--- config.mk ---
export PLATFORM = sky130hd
export DESIGN_NAME = synaptic_input_accumulator
export DESIGN_NICKNAME = d
export VERILOG_FILES = /design/src/rtl/synaptic_input_accumulator.sv
export SDC_FILE = /design/constraint.sdc
export NUM_CORES = 1
export LEC_CHECK = 0
export CORE_MARGIN = 4
export CORE_UTILIZATION = 44
export DETAILED_ROUTE_END_ITERATION = 7
export DONT_BUFFER_PORTS = 1
export GPL_TIMING_DRIVEN = 0
export MAX_ROUTING_LAYER = met4
export PLACE_DENSITY = 0.66
export SETUP_SLACK_MARGIN = 0.3
export SLEW_MARGIN = 0
export SYNTH_ARGS = -nofsm -noshare
export SYNTH_HDL_FRONTEND = slang
export SYNTH_SLANG_ARGS = --single-unit
export TNS_END_PERCENT = 50
--- constraint.sdc ---
create_clock -name clk -period 3.75 [get_ports clk]
set_input_delay 0.75 -clock clk [delete_from_list [all_inputs] [get_ports clk]]
set_output_delay 0.75 -clock clk [all_outputs]
set_load 0.01 [all_outputs]
--- src/rtl/synaptic_input_accumulator.sv ---
// Synaptic input accumulator: pipelined read-modify-write of the I field of the
// neuron state word. Each accepted spike event (addr, signed weight) adds its
// weight into I with saturation; v and w pass through untouched.
//
// Handshake: an event transfers in any cycle where ev_valid && ev_ready.
// ev_ready = !rst && !halt and never depends on ev_valid. Events already
// accepted always complete (a write two cycles later) unless rst intervenes,
// in which case they are dropped without writing.
//
// Stages: S0 (accept, issue RAM read), S1 (select base word, add, clamp),
// S2 (write). Forwarding from S2 and from a copy of the previous write covers
// same-address events at distance 1 and 2, so the RAM read can be stale.
module synaptic_input_accumulator #(
   parameter int NR_WIDTH      = 56,
   parameter int NR_V_WIDTH    = 20,
   parameter int NR_I_WIDTH    = 16,
   parameter int NR_ADDR_WIDTH = 10,
   parameter int W_WIDTH       = 16
) (
   input  logic                     clk,
   input  logic                     rst,
   input  logic                     ev_valid,
   output logic                     ev_ready,
   input  logic [NR_ADDR_WIDTH-1:0] ev_addr,
   input  logic [W_WIDTH-1:0]       ev_weight,
   input  logic                     halt,
   output logic                     idle,
   output logic                     mem_rd_en,
   output logic [NR_ADDR_WIDTH-1:0] mem_rd_addr,
   input  logic [NR_WIDTH-1:0]      mem_rd_data,
   output logic                     mem_wr_en,
   output logic [NR_ADDR_WIDTH-1:0] mem_wr_addr,
   output logic [NR_WIDTH-1:0]      mem_wr_data,
   output logic                     sat_flag
);

   // One guard bit so the sum of two NR_I_WIDTH-bit signed values never wraps.
   localparam int SUM_W = NR_I_WIDTH + 1;
   localparam logic [NR_I_WIDTH-1:0] I_MAX = {1'b0, {(NR_I_WIDTH-1){1'b1}}};
   localparam logic [NR_I_WIDTH-1:0] I_MIN = {1'b1, {(NR_I_WIDTH-1){1'b0}}};

   logic                     accept;

   // S1 stage registers
   logic                     s1_valid_q, s1_valid_d;
   logic [NR_ADDR_WIDTH-1:0] s1_addr_q, s1_addr_d;
   logic [W_WIDTH-1:0]       s1_weight_q, s1_weight_d;

   // S2 stage registers (the word being written this cycle)
   logic                     s2_valid_q, s2_valid_d;
   logic [NR_ADDR_WIDTH-1:0] s2_addr_q, s2_addr_d;
   logic [NR_WIDTH-1:0]      s2_word_q, s2_word_d;

   // Copy of the word written in the previous cycle; the RAM read issued in
   // that same cycle returned the pre-write value, so S1 must bypass it.
   logic                     lw_valid_q, lw_valid_d;
   logic [NR_ADDR_WIDTH-1:0] lw_addr_q, lw_addr_d;
   logic [NR_WIDTH-1:0]      lw_word_q, lw_word_d;

   logic                     sat_q, sat_d;

   logic [NR_WIDTH-1:0]      base_word;
   logic [SUM_W-1:0]         i_ext;
   logic [SUM_W-1:0]         w_ext;
   logic [SUM_W-1:0]         sum;
   logic                     clamp;
   logic [NR_I_WIDTH-1:0]    new_i;

   // S0: handshake and RAM read issue, combinational from the accept
   always_comb begin
      ev_ready    = !rst && !halt;
      accept      = ev_valid && ev_ready;
      mem_rd_en   = accept;
      mem_rd_addr = ev_addr;
      s1_valid_d  = accept;
      s1_addr_d   = ev_addr;
      s1_weight_d = ev_weight;
   end

   // S1: pick the freshest copy of the target word, add weight, saturate
   always_comb begin
      base_word = mem_rd_data;
      if (lw_valid_q && (lw_addr_q == s1_addr_q)) begin
         base_word = lw_word_q;
      end
      if (s2_valid_q && (s2_addr_q == s1_addr_q)) begin
         base_word = s2_word_q;
      end
      i_ext = {base_word[NR_I_WIDTH-1], base_word[NR_I_WIDTH-1:0]};
      w_ext = {{(SUM_W-W_WIDTH){s1_weight_q[W_WIDTH-1]}}, s1_weight_q};
      sum   = i_ext + w_ext;
      // Overflow shows as disagreement between the guard bit and the I sign bit.
      clamp = sum[SUM_W-1] ^ sum[SUM_W-2];
      if (clamp) begin
         new_i = sum[SUM_W-1] ? I_MIN : I_MAX;
      end else begin
         new_i = sum[NR_I_WIDTH-1:0];
      end
      s2_valid_d = s1_valid_q;
      s2_addr_d  = s1_addr_q;
      s2_word_d  = {base_word[NR_WIDTH-1:NR_I_WIDTH], new_i};
      sat_d      = sat_q || (s1_valid_q && clamp);
   end

   // S2 bookkeeping: remember what is written this cycle for next cycle's S1
   always_comb begin
      lw_valid_d = s2_valid_q;
      lw_addr_d  = s2_addr_q;
      lw_word_d  = s2_word_q;
   end

   // Pipeline, last-write and sticky flag registers; rst drops everything in flight
   always_ff @(posedge clk) begin
      if (rst) begin
         s1_valid_q  <= 1'b0;
         s1_addr_q   <= '0;
         s1_weight_q <= '0;
         s2_valid_q  <= 1'b0;
         s2_addr_q   <= '0;
         s2_word_q   <= '0;
         lw_valid_q  <= 1'b0;
         lw_addr_q   <= '0;
         lw_word_q   <= '0;
         sat_q       <= 1'b0;
      end else begin
         s1_valid_q  <= s1_valid_d;
         s1_addr_q   <= s1_addr_d;
         s1_weight_q <= s1_weight_d;
         s2_valid_q  <= s2_valid_d;
         s2_addr_q   <= s2_addr_d;
         s2_word_q   <= s2_word_d;
         lw_valid_q  <= lw_valid_d;
         lw_addr_q   <= lw_addr_d;
         lw_word_q   <= lw_word_d;
         sat_q       <= sat_d;
      end
   end

   // Write port and status outputs; a write pending when rst arrives is suppressed
   always_comb begin
      mem_wr_en   = s2_valid_q && !rst;
      mem_wr_addr = s2_addr_q;
      mem_wr_data = s2_word_q;
      sat_flag    = sat_q;
      idle        = rst || !(s1_valid_q || s2_valid_q || accept);
   end

endmodule
# After elaboration in Yosys (flattened, before gate mapping)
# Index checks and enable logic that the tools add are counted.
# totals
reg_bits,162
in_bits,86
output_inout_bits,81
wordCells,32
# classes
addsub,1
eq_ne,2
muxes,4
bitwise,1
reduce_logical,13
# ops
op,n
56-bit two-way mux,1
16-bit two-way mux,3
10-bit == test,2
16-bit by 16-bit adder with 17-bit output,1
1-bit logical AND,6
1-bit logical OR,4
1-bit zero test,3
1-bit XOR,1

# Depth between registers and ports, before layout
# depth
ltp_word,8
mapped_depth,17
ltp_nobuf,14

# Worst setup path before layout
# No wires, ideal clock.
# synth_path
kind,reg-to-reg
startpoint,register s1_addr_q[2]
endpoint,"register s2_word_q[10], in the netlist mem_wr_data[10]"
setup_ps,132
t_arrival_ps,3548
slack_ps,70
path_stages_with_launch,16
path_cell_list,dfxtp_1 -> xnor2_1 -> nand4_1 -> nor3_1 -> buf_2 -> buf_2 -> mux2i_1 -> a21oi_1 -> ha_1 -> a21oi_1 -> a211o_1 -> a2111oi_4 -> nor3b_1 -> o21ai_1 -> buf_4 -> a21oi_1
# synth_via
elab_chain_len,7
elab_cells_between_ends,10
classes_between,1 x add/sub; 2 x eq/ne; 4 x mux; 1 x bitwise; 2 x reduce/logical
# synth_lines
item,line_no,text
"start, declared",46,"logic [NR_ADDR_WIDTH-1:0] s1_addr_q, s1_addr_d;"
"start signal, assigned",127,s1_addr_q <= s1_addr_d;
10-bit == test,83,if (lw_valid_q && (lw_addr_q == s1_addr_q)) begin
1-bit logical AND,83,
56-bit two-way mux,83,
16-bit two-way mux (*),86,if (s2_valid_q && (s2_addr_q == s1_addr_q)) begin
16-bit by 16-bit adder with 17-bit output (*),91,sum = i_ext + w_ext;
16-bit two-way mux / 1-bit XOR (equally long branches),"95, 93",
16-bit two-way mux (*),94,if (clamp) begin
"end signal, assigned",131,s2_word_q <= s2_word_d;
"end, declared",52,"logic [NR_WIDTH-1:0] s2_word_q, s2_word_d;"
# Mark *: on every way between the ends. The rest lies on a longest branch, timed or not.
# A chain may end at the register's enable or synchronous reset.

# Final worst setup path
# layout_path
startpoint,register s1_addr_q[2]
endpoint,"register s2_word_q[11], in the netlist mem_wr_data[11]"
# Same word-level chain as after synthesis.

==> metrics.md <==
| Metric | Value |
|---|---|
| TritonCTS sink count | 162 |
| Outcome | complete, but fails checks |
| Maximum clock frequency | 0.260 GHz |
| Synth Warn # | 0 |
| Max-slew headroom | 46.9% |
| Dpl ws | -0.958 ns |
| FP Rows | 44 |
| Worst r2r src | s1_addr_q[2] |
| Switching Fraction | 26.1% |
| Detail Route Antenna Nets | 0 |
| Layout Cells excl Fill | 928 |
| P_leak | between 0.003 and 0.004 uW |
| Final worst slack | -0.0897 ns |
| Clk pwr share | 40.4% |
| Final Cell Area | 0.00826 mm2 |
| Worst setup EP type | register |
| Placed Instance Area | 0.00684 mm2 |
| Worst Tran Pin Value | ~0.8 ns |
| WS Path Type | reg -> reg |
| Die width | approximately 130 um |
| Mapped Cells | between 600 and 700 |
| Synth Flop Type | dfxtp_1 |
| Syn nets | just under 800 |
| CTS Hold Bufs | 0 |
| Root Driver | clkbuf_16 |
| Async set-reset flop share out of synthesis | 0% |
| First-pass GRT wire length | between 20 and 30 mm |
| DRC viols | 0 |
| Post-synthesis sequential area ratio | between 40% and 50% |
| HPWL after DPL | between 10 and 15 mm |
| 1st-iter DRT viols | 305 |
| Max H-tree Level | 4 |
| Worst skew pair latency | about 0.43 ns |
| Hold_sp | ev_valid |
| CTS max path bufs | 2 |
| Violated checks | setup timing |
| Final global-route overflow total | 0 |
| Die area | between 0.015 and 0.02 mm2 |
| Share of cells above drive strength 1 | 22.4% |
| Starting Density | 45.1% |
| WP data required | a little over 4 ns |
| Multi-input gate area | around 0.0035 mm2 |
| Syn-to-layout area delta | 25.6% |
| Number of port buffers | 0 |
| Post-Syn Area | roughly 0.0066 mm2 |
| GP Congestion | 0.923 |
| Seq pwr share | 48.0% |
| RSZ-0062 raised after global routing | yes |
| Via/cell ratio | ~5.5 |
| Final slew viol count | 0 |
| Worst Setup SP | s1_addr_q[2] |
| FF+latch area | between 0.003 and 0.004 mm2 |
| Core ar. | about 0.015 mm2 |
| Overall power | roughly 4000 uW |
| Number of buffers created by CTS | 17 |
| Critical path startpoint category | register |
| Final net count | between 800 and 900 |
| # fillers | around 1200 |
| Type of the worst min-delay path | in -> reg |
| Yosys cell types | 46 |
| GR Util All Layers | 21.5% |
| Syn Area/Cell | between 9 and 10 um2 |
| CTS tree | yes |
| Total number of vias | between 5000 and 6000 |
| Max IR drop VDD | roughly 0.31 mV |
| P per Cell Area | between 400 and 500 mW/mm2 |
| Pint | between 2000 and 3000 uW |
| Minimum clock period | roughly 3.8 ns |
| Clock-pin slew of the registers on the worst-case setup and hold paths | 0.06 ns |
| 1st-pass router iterations | 4 |
| WP data arrival | approximately 4.2 ns |
| Critical-path maximum fanout | 7 |
| Initial antenna violation count | 0 |
| Largest net degree at the start of global routing | 17 |
| Post-Route Skew | 0.00567 ns |
| Drt wl/cell | around 20 um |
| Diodes inserted | 0 |
| Io pins | roughly 170 |
| Placed insts | around 860 |
| Logic pwr share | 11.6% |
| Vias in the first global route | 5134 |
| Reported net switching power | approximately 1100 uW |
| Total Wirelength | 18.5 mm |
| Die Y | between 100 and 150 um |
| Synth Register Bits | about 160 |
| Final setup vio count | 6 |
| Post-synth EDFFs | 0 |
| Max cap viols | 0 |
| Final hold violation count | 0 |
| Period utilisation layout | 102% |
## final cells by class
cell class,instances,area share [%]
timing repair buffer,40,4.24
sequential,162,39.5
clock buffer,20,5.41
multi-input combinational,455,41.8
inverter,2,0.0909
buffer,53,4.86
clock inverter,12,1.33
tap,184,2.79
## power groups by stage
| stage | registers (uW) | logic [uW] | clock network, uW |
|---|---|---|---|
| 2_1_floorplan | 1940 | 277 | 0 |
| 3_3_place_gp | 1970 | 341 | 0 |
| 3_5_place_dp | 1970 | 348 | 0 |
| 4_1_cts | 1940 | 389 | 1660 |
| 5_1_grt | 1950 | 511 | 1740 |
| 6_report | 1940 | 471 | 1630 |
## per-stage QoR
stage                     TNS (ns)  hold WS, ns  utilization (%)
final                       -0.136        0.444             56.6
after global routing         -2.68        0.422             56.6
after CTS                   -0.942        0.429             53.2
after detailed placement    -12.98        0.499             46.9
after global placement      -12.90        0.488             46.9
after floorplan                  0        0.462                -
## repair_timing
item	CTS	global route
resized for setup	55	80
pin swaps	22	24
cloned	1	3
endpoints found under the setup margin	17	17
setup buffers	20	16
## flip-flops by register name (all words and copies together) (netlist names)
register	flops
lw_addr_q	10
lw_valid_d	1
lw_valid_q	1
lw_word_q	56
mem_wr_addr	10
mem_wr_data	56
s1_addr_q	10
s1_valid_q	1
s1_weight_q	16
sat_flag	1
## routing by layer
metal / up-vias / track usage [%] / wire length [um]
met1: 2436 / 24.2 / 7390
met3: 45 / 7.29 / 1400
li1: 2435 / - / -
met2: 196 / 35.1 / 9160
met5: - / - / 0
met4: 0 / 8.80 / 571
## worst paths after layout
kind | end | slack, ns | cells after the start
setup / recovery | mem_wr_data[11] | -0.09 | 18
hold / removal | s1_valid_q | 0.44 | 1
setup reg to reg | mem_wr_data[11] | -0.09 | 18
hold reg to reg | mem_wr_addr[9] | 0.49 | 1
## kinds of logic (layout without fill, tap and decap cells)
| logic type | after synthesis | count (layout) | share of synthesized area [%] |
|---|---|---|---|
| AND/OR/NAND/NOR | 227 | 227 | 18.5 |
| flip-flops | 162 | 162 | 49.3 |
| AO/OA/AOI/OAI | 128 | 128 | 12.8 |
| multiplexers | 56 | 56 | 8.53 |
| buffers and inverters | 55 | 127 | 3.88 |
| XOR/XNOR | 27 | 27 | 3.60 |
| adder cells (fa/ha/maj) | 17 | 17 | 3.35 |
## placed cells by master (no fill, tap or decap), types with 3 or more instances in the layout
cell,netlist,layout
clkinvlp_4,0,3
nor2_4,0,6
o21ai_0,11,8
buf_8,0,3
a211oi_1,42,40
nand2_1,13,11
clkbuf_16,0,21
mux2i_1,56,53
clkinv_4,0,3
dfxtp_2,0,4
nand4_1,8,8
nor2b_1,106,105
a21oi_1,49,28
clkinv_2,0,4
nand3_1,13,11
buf_4,11,43
xnor2_1,19,17
ha_1,16,10
xor2_1,8,8
clkbuf_1,35,27
buf_6,0,12
nor3_1,7,6
clkbuf_8,0,4
ha_4,0,4
a21oi_4,0,7
nor2_1,65,58
dfxtp_4,0,3
o21a_1,5,4
a21oi_2,0,14
o211ai_1,4,4
dfxtp_1,162,155
## worst max-delay path, stage by stage (launching register included)
cell and delay, ns:
dfxtp_4 0.36, xnor2_2 0.17, nand4_1 0.17, nor4_4 0.21, nand4_1 0.22, buf_8 0.22
clkbuf_16 0.17, nor2_4 0.10, a21oi_4 0.04, ha_4 0.30, nand3_2 0.08, buf_4 0.14
buf_4 0.12, buf_4 0.12, a21boi_1 0.31, o31a_1 0.24, nor3_1 0.07, or4b_4 0.56
a21oi_4 0.14
## cells in the mapped netlist, types with 2 or more instances
master | instances | area (um2)
inv_1 | 2 | 7.51
and2_1 | 2 | 12.5
o21ai_0 | 11 | 55.1
mux2i_1 | 56 | 561
clkbuf_1 | 35 | 131
buf_2 | 6 | 30.0
dfxtp_1 | 162 | 3240
nor2b_1 | 106 | 663
o211ai_1 | 4 | 30.0
nor2_1 | 65 | 244
xnor2_1 | 19 | 166
o21a_1 | 5 | 37.5
o31a_1 | 2 | 17.5
nor3_1 | 7 | 35.0
a211oi_1 | 42 | 315
nor4_1 | 2 | 12.5
buf_4 | 11 | 82.6
nand4_1 | 8 | 50.1
nor3b_1 | 2 | 15.0
a21o_1 | 2 | 15.0
and4_1 | 2 | 17.5
xor2_1 | 8 | 70.1
o22ai_1 | 3 | 18.8
nand3_1 | 13 | 65.1
ha_1 | 16 | 200
nand2_1 | 13 | 48.8
a21oi_1 | 49 | 245
(Power assumes the default switching activity.)
